--- config.mk ---
export PLATFORM = sky130hd
export DESIGN_NAME = posit_decode_pipe
export DESIGN_NICKNAME = d
export VERILOG_FILES = /design/src/rtl/posit_decode_pipe.sv
export SDC_FILE = /design/constraint.sdc
export NUM_CORES = 1
export LEC_CHECK = 0
export BUFFER_PORTS_ARGS = -buffer_cell sky130_fd_sc_hd__buf_2
export CORE_UTILIZATION = 50
export DETAILED_ROUTE_END_ITERATION = 6
export MAX_ROUTING_LAYER = met4
export PLACE_DENSITY = 0.82
export SETUP_SLACK_MARGIN = 0.02
export SLEW_MARGIN = 20
export SYNTH_ARGS = -nofsm -noshare
export SYNTH_HDL_FRONTEND = slang
export SYNTH_SLANG_ARGS = --single-unit
export TNS_END_PERCENT = 50
--- constraint.sdc ---
create_clock -name clk -period 3.9 [get_ports clk]
set_input_delay 0.195 -clock clk [delete_from_list [all_inputs] [get_ports clk]]
set_output_delay 0.195 -clock clk [all_outputs]
set_load 0.01 [all_outputs]
--- src/rtl/posit_decode_pipe.sv ---
// Two-stage posit field extractor: sign/two's-complement/special detect, then regime run, exponent and fraction split.
// Latency 2 cycles; each stage holds until the next one is empty or draining, so back-pressure stalls without loss.
module posit_decode_pipe #(
  parameter int N  = 16,
  parameter int ES = 1,
  localparam int RW = $clog2(N) + 1,
  localparam int SW = RW + ES,
  localparam int FW = N - ES - 3
) (
  input  logic                 clk,
  input  logic                 rst,
  input  logic                 in_valid,
  output logic                 in_ready,
  input  logic [N-1:0]         in_posit,
  output logic                 out_valid,
  input  logic                 out_ready,
  output logic                 out_sign,
  output logic                 out_zero,
  output logic                 out_nar,
  output logic signed [RW-1:0] out_regime,
  output logic [ES-1:0]        out_exp,
  output logic signed [SW-1:0] out_scale,
  output logic [FW-1:0]        out_frac
);

  logic         s1_valid, s1_sign, s1_zero, s1_nar;
  logic [N-2:0] s1_body;
  logic         s2_valid;
  logic         s2_adv;
  logic [N-1:0] in_neg;

  assign s2_adv    = ~s2_valid | out_ready;
  assign in_ready  = ~rst & (~s1_valid | s2_adv);
  assign out_valid = s2_valid;
  assign in_neg    = ~in_posit + N'(1);

  logic                 r0, special;
  logic [N-2:0]         inv, rest;
  logic [RW-1:0]        run;
  logic signed [RW-1:0] k;
  logic [ES-1:0]        exp_f;
  logic [FW-1:0]        frac_f;

  // Run length = leading zeros of the body after folding a leading-ones run to zeros.
  always_comb begin
    r0      = s1_body[N-2];
    inv     = r0 ? ~s1_body : s1_body;
    special = s1_zero | s1_nar;
    run     = RW'(N - 1);
    for (int i = 0; i < N - 1; i++) begin
      if (inv[i]) run = RW'(N - 2 - i);
    end
    k      = r0 ? run - RW'(1) : -run;
    rest   = s1_body << (run + RW'(1));
    exp_f  = rest[N-2 -: ES];
    frac_f = rest[N-2-ES -: FW];
  end

  always_ff @(posedge clk) begin
    if (rst) begin
      s1_valid   <= 1'b0;
      s1_sign    <= 1'b0;
      s1_zero    <= 1'b0;
      s1_nar     <= 1'b0;
      s1_body    <= '0;
      s2_valid   <= 1'b0;
      out_sign   <= 1'b0;
      out_zero   <= 1'b0;
      out_nar    <= 1'b0;
      out_regime <= '0;
      out_exp    <= '0;
      out_scale  <= '0;
      out_frac   <= '0;
    end else begin
      if (in_ready) begin
        s1_valid <= in_valid;
        if (in_valid) begin
          s1_sign <= in_posit[N-1];
          s1_body <= in_posit[N-1] ? in_neg[N-2:0] : in_posit[N-2:0];
          s1_zero <= (in_posit == '0);
          s1_nar  <= in_posit[N-1] & (in_posit[N-2:0] == '0);
        end
      end
      if (s2_adv) begin
        s2_valid <= s1_valid;
        if (s1_valid) begin
          out_sign   <= s1_sign;
          out_zero   <= s1_zero;
          out_nar    <= s1_nar;
          out_regime <= special ? '0 : k;
          out_exp    <= special ? '0 : exp_f;
          // k <<< ES leaves the low ES bits clear, so the exponent drops straight in.
          out_scale  <= special ? '0 : {k, exp_f};
          out_frac   <= special ? '0 : frac_f;
        end
      end
    end
  end

endmodule

Word-level counts from Yosys, hierarchy flattened
Cells that the tools add are included.
{"block": "totals", "regBits": 47, "in_bits": 20, "output_inout_bits": 29, "word_cells": 54}
{"block": "classes", "add_sub_neg": 4, "shift": 1, "n_mux": 22, "bitwise_logic": 10, "n_reduce_logical": 4}
{"operator": "$mux W5", "count": 16}
{"operator": "$mux W15", "count": 2}
{"operator": "$not A15 Y15", "count": 2}
{"operator": "$logic_not A16 Y1", "count": 1}
{"operator": "$add A15 B1 Y15 const B", "count": 1}
{"operator": "$logic_not A15 Y1", "count": 1}
{"operator": "$shl A15 B5 Y15", "count": 1}
{"operator": "$mux W12", "count": 1}
{"operator": "$mux W6", "count": 1}
{"operator": "$add A5 B1 Y5 const B", "count": 1}
{"operator": "$neg A5 Y5", "count": 1}
{"operator": "$sub A5 B1 Y5 const B", "count": 1}
{"operator": "$reduce_and A2 Y1", "count": 2}
{"operator": "$not A1 Y1", "count": 3}
{"operator": "$or A1 B1 Y1", "count": 3}
{"operator": "$and A1 B1 Y1", "count": 2}
{"operator": "$mux W1", "count": 2}

Longest topological paths before layout
{"block": "depth", "word_depth": 20, "depth_mapped": 16}

Worst setup path before layout
OpenSTA, ideal clock, no wires.
{"block": "synth_path", "kind": "register to register", "start": "reg s1_body[8]", "end": "reg out_frac[9]", "setup_ns": 0.086, "arrival_time_ns": 3.123, "setup_slack_ns": 0.691, "stages_incl_launch_ff": 14, "path_buffers": 3, "cell_sequence": "dfxtp_1 clkbuf_1 inv_1 o21ai_1 nand4_1 o2111ai_4 nand2_8 ha_1 clkbuf_1 clkbuf_1 nor2_1 a2111oi_0 o21ai_0 a211oi_1"}
{"block": "synth_between", "elab_chain_len": 12}
{"element": "from (decl)", "line": "27", "text": "logic [N-2:0] s1_body;"}
{"element": "from (signal assigned)", "line": "79", "text": "s1_body <= in_posit[N-1] ? in_neg[N-2:0] : in_posit[N-2:0];"}
{"element": "$not A15 Y15", "line": "47", "text": "inv = r0 ? ~s1_body : s1_body;"}
{"element": "$mux W15", "line": "47"}
{"element": "$mux W5 (7 in series)", "line": "51", "text": "if (inv[i]) run = RW'(N - 2 - i);"}
{"element": "$add A5 B1 Y5", "line": "54", "text": "rest = s1_body << (run + RW'(1));"}
{"element": "$shl A15 B5 Y15 (*)", "line": "54"}
{"element": "$mux W12 (*)", "line": "94", "text": "out_frac <= special ? '0 : frac_f;"}
{"element": "to (signal assigned)", "line": "94"}
{"element": "to (decl)", "line": "23", "text": "output logic [FW-1:0] out_frac"}
Every way passes the cells marked *; elsewhere a longest branch is shown, timed or not.
A chain may end at the register's enable or synchronous reset.

Worst setup path after layout
{"block": "layout_path", "start": "reg s1_body[14]", "end": "reg out_frac[9]"}
{"block": "layout_between", "elab_chain_len": 19, "elab_cells_between_ends": 20, "classes_between": "add/sub: 1; shift: 1; mux: 17; bitwise: 1"}
{"element": "$mux W15", "line": "47"}
{"element": "$mux W1", "line": "51"}
{"element": "$mux W5 (14 in series)", "line": "51"}
{"element": "$add A5 B1 Y5", "line": "54"}
{"element": "$shl A15 B5 Y15 (*)", "line": "54"}
{"element": "$mux W12 (*)", "line": "94"}
Marked as above.

==> results.toml <==
[status]
status = "finished clean"

[sta]
worstMarginPinSlew_ns = 0.941
worst_slack_ns = 0.237
setup_tns_ns = 0
hold_viol_final = 0
finalSetupViolations = 0
skew_ns = 0.0113
report.final.slew_viol_count = 0
rsz0062_at_grt = "no"
fin_crit_ns = 3.66
max_slew_margin_pct = 37.1
finalCritPeriodShare_pct = 93.9
fmax_ghz = 0.273

[logic_synthesis]
ys.flop_type = "dfxtp_1"
synth_area_leader_cell = "dfxtp_1"
synth.net_count = 464
syn_area_mm2 = 0.00324
synth_top_area_share_pct = 25.4
synth_edf_count = 0
syn-instance-count = 440
yosys_warnings = 0
ys_seq_elements = 41
synth_area_per_cell_um2 = 7.35
synth_cell_types = 73
synthArstFlopShare_pct = 0
synth_area_leaders = "dfxtp_1 (25%), o21ai_0 (5.6%), a21oi_1 (5.3%), nand2_1 (4.9%), nand3_1 (3.7%)"
ys_seq_area_share_pct = 25.4

[routing]
drt_first_pass_iters = 5
drtIter0Drc = 288
routed_wl_um = 8550
wire_per_inst_um = 15.6
routed_via_density = 6.19
vias = 3399
antenna_left = 0
route.detailed.drc = 0

[cts]
cts_max_level = 2
hold_buffers = 0
cts.sinks = 41
cts_resized = 0
root_buffer = "clkbuf_8"
cts_buffers = 5
clk_pin_slew_worst_paths_ns = 0.09
cts_buffer_depth = 2
tritoncts = "built"
post_cts_buffers = 0
clock_latency_ns = 0.30

[layout]
area_delta_synth_final_pct = 12.8
multiInputGateArea_mm2 = 0.00217
layout-drive-gt1-share_pct = 20.0
design_area_mm2 = 0.00365
regArea_um2 = 821
antenna_cells = 0
fillers = 590
nets = 497
fin_util_pct = 59.9

[floorplan]
coreArea_mm2 = 0.00610
start_util_pct = 53.1
die_area_mm2 = 0.00680
pin_count = 49
row_count = 28
die_h_um = 82.4
die_w_um = 82.4

[placed_design]
port_buffers = 48
dp_slack_ns = 0.399
place_area_mm2 = 0.00351
gp_congestion = 0.943
place_hpwl_um = 6560

[worst_setup_path]
rrSetupSlack_ns = 0.24
rr_endpoint = "out_frac[9]"
worst_ep_required_time_ns = 4.11
cp.arrival_ns = 3.87
crit_path_end = "out_frac[9]"
crit_fanout = 30
end_kind = "register"
startpoint = "s1_body[14]"
r2r-start = "s1_body[14]"
reg2reg_depth = 11
path_class = "register to register"
start_kind = "register"

[pwr]
leakagePower_nw = 1.46
power-per-cell-area_mw_per_mm2 = 465
peakVddDrop_uv = 257

[worst_hold_path]
hold_path_class = "input port to register"

[grt]
grt_usage_pct = 26.7
grt_pass1_wl_um = 13600
grt_pass1_vias = 2792
antenna_found_initial = 0
grt_max_degree = 36
grt_overflow = 0

[run]
cap_violations = 0
[power breakdown]
part	switching, W	internal, W
sequential	0.0000390	0.000453
combinational	0.000483	0.000305
clock	0.000158	0.000258
[flip-flops by register name, summed over array words and instances (netlist names)]
| register | cells |
|---|---|
| out_frac | 12 |
| out_nar | 1 |
| out_regime | 5 |
| out_scale | 1 |
| out_sign | 1 |
| out_valid | 1 |
| out_zero | 1 |
| s1_body | 15 |
| s1_nar | 1 |
| s1_sign | 1 |
| s1_valid | 1 |
| s1_zero | 1 |
[critical path: stages, from the launching register on]
cell	delay, ns
dfxtp_1	0.40
buf_4	0.26
or3_1	0.44
a2111o_1	0.44
nand2_1	0.16
inv_1	0.09
ha_1	0.66
buf_4	0.26
nor2_1	0.06
a2111oi_0	0.45
o21ai_0	0.14
a211oi_1	0.20
[worst min-delay path by stage]
stage | startpoint | to | slack (ns) | depth (start not counted)
after floorplan | in_valid | s1_valid | 0.31 | 2
after global placement | in_valid | s1_valid | 0.42 | 3
after detailed placement | in_valid | s1_valid | 0.43 | 3
after CTS | in_valid | s1_valid | 0.12 | 3
after global routing | in_valid | s1_valid | 0.13 | 3
final | in_valid | s1_valid | 0.11 | 3
[kinds of logic (layout without fill, tap and decap cells)]
group	count (synthesis)	in the layout	share of synthesized area, %
AO/OA/AOI/OAI	149	149	31.7
AND/OR/NAND/NOR	169	169	27.0
multiplexers	6	6	2.24
XOR/XNOR	17	17	4.60
buffers and inverters	54	88	7.58
adder cells (fa/ha/maj)	4	4	1.55
flip-flops	41	41	25.4
[synth_stat cells (6+ instances only)]
| cell | instances |
|---|---|
| a211oi_1 | 9 |
| a21oi_1 | 34 |
| a31oi_1 | 6 |
| and2_1 | 8 |
| buf_4 | 7 |
| clkbuf_1 | 24 |
| dfxtp_1 | 41 |
| inv_1 | 12 |
| nand2_1 | 42 |
| nand2b_1 | 11 |
| nand3_1 | 24 |
| nor2_1 | 31 |
| nor2b_1 | 7 |
| nor3_1 | 12 |
| nor4_1 | 6 |
| o21ai_0 | 36 |
| o22ai_1 | 9 |
| or3_1 | 6 |
| xor2_1 | 13 |
[placed cells by master, fill, tap and decap left out, drive strengths merged, types with 11 or more instances in the layout]
master	n
a21oi	36
buf	65
dfxtp	41
inv	15
nand2	43
nand2b	11
nand3	24
nor2	31
nor3	12
o21ai	37
xor2	13
[per-stage QoR]
stage	instances	hold WS, ns	total power (W)
finish	549	0.114	0.00170
global route	549	0.129	0.00179
CTS	549	0.117	0.00168
detailed placement	541	0.432	0.00127
global placement	541	0.417	0.00126
floorplan	440	0.312	0.00106
[routing by layer]
layer	GRT usage (%)	share of wire [%]	wire length, µm	vias up
li1	-	-	-	1683
met1	33.9	46	3900	1569
met2	43.5	47	4000	129
met3	4.18	5.6	476	18
met4	8.25	2.1	178	0
met5	-	0	0	-
[final cells by class]
class	count	area share (%)
clock inverters	3	1.89
repair buffers	65	10.1
flip-flops and latches	41	22.5
well taps	75	2.57
multi-input cells	345	59.5
clock buffers	5	1.89
inverters	15	1.61
No activity file was read; power rests on OpenSTA's default activity.
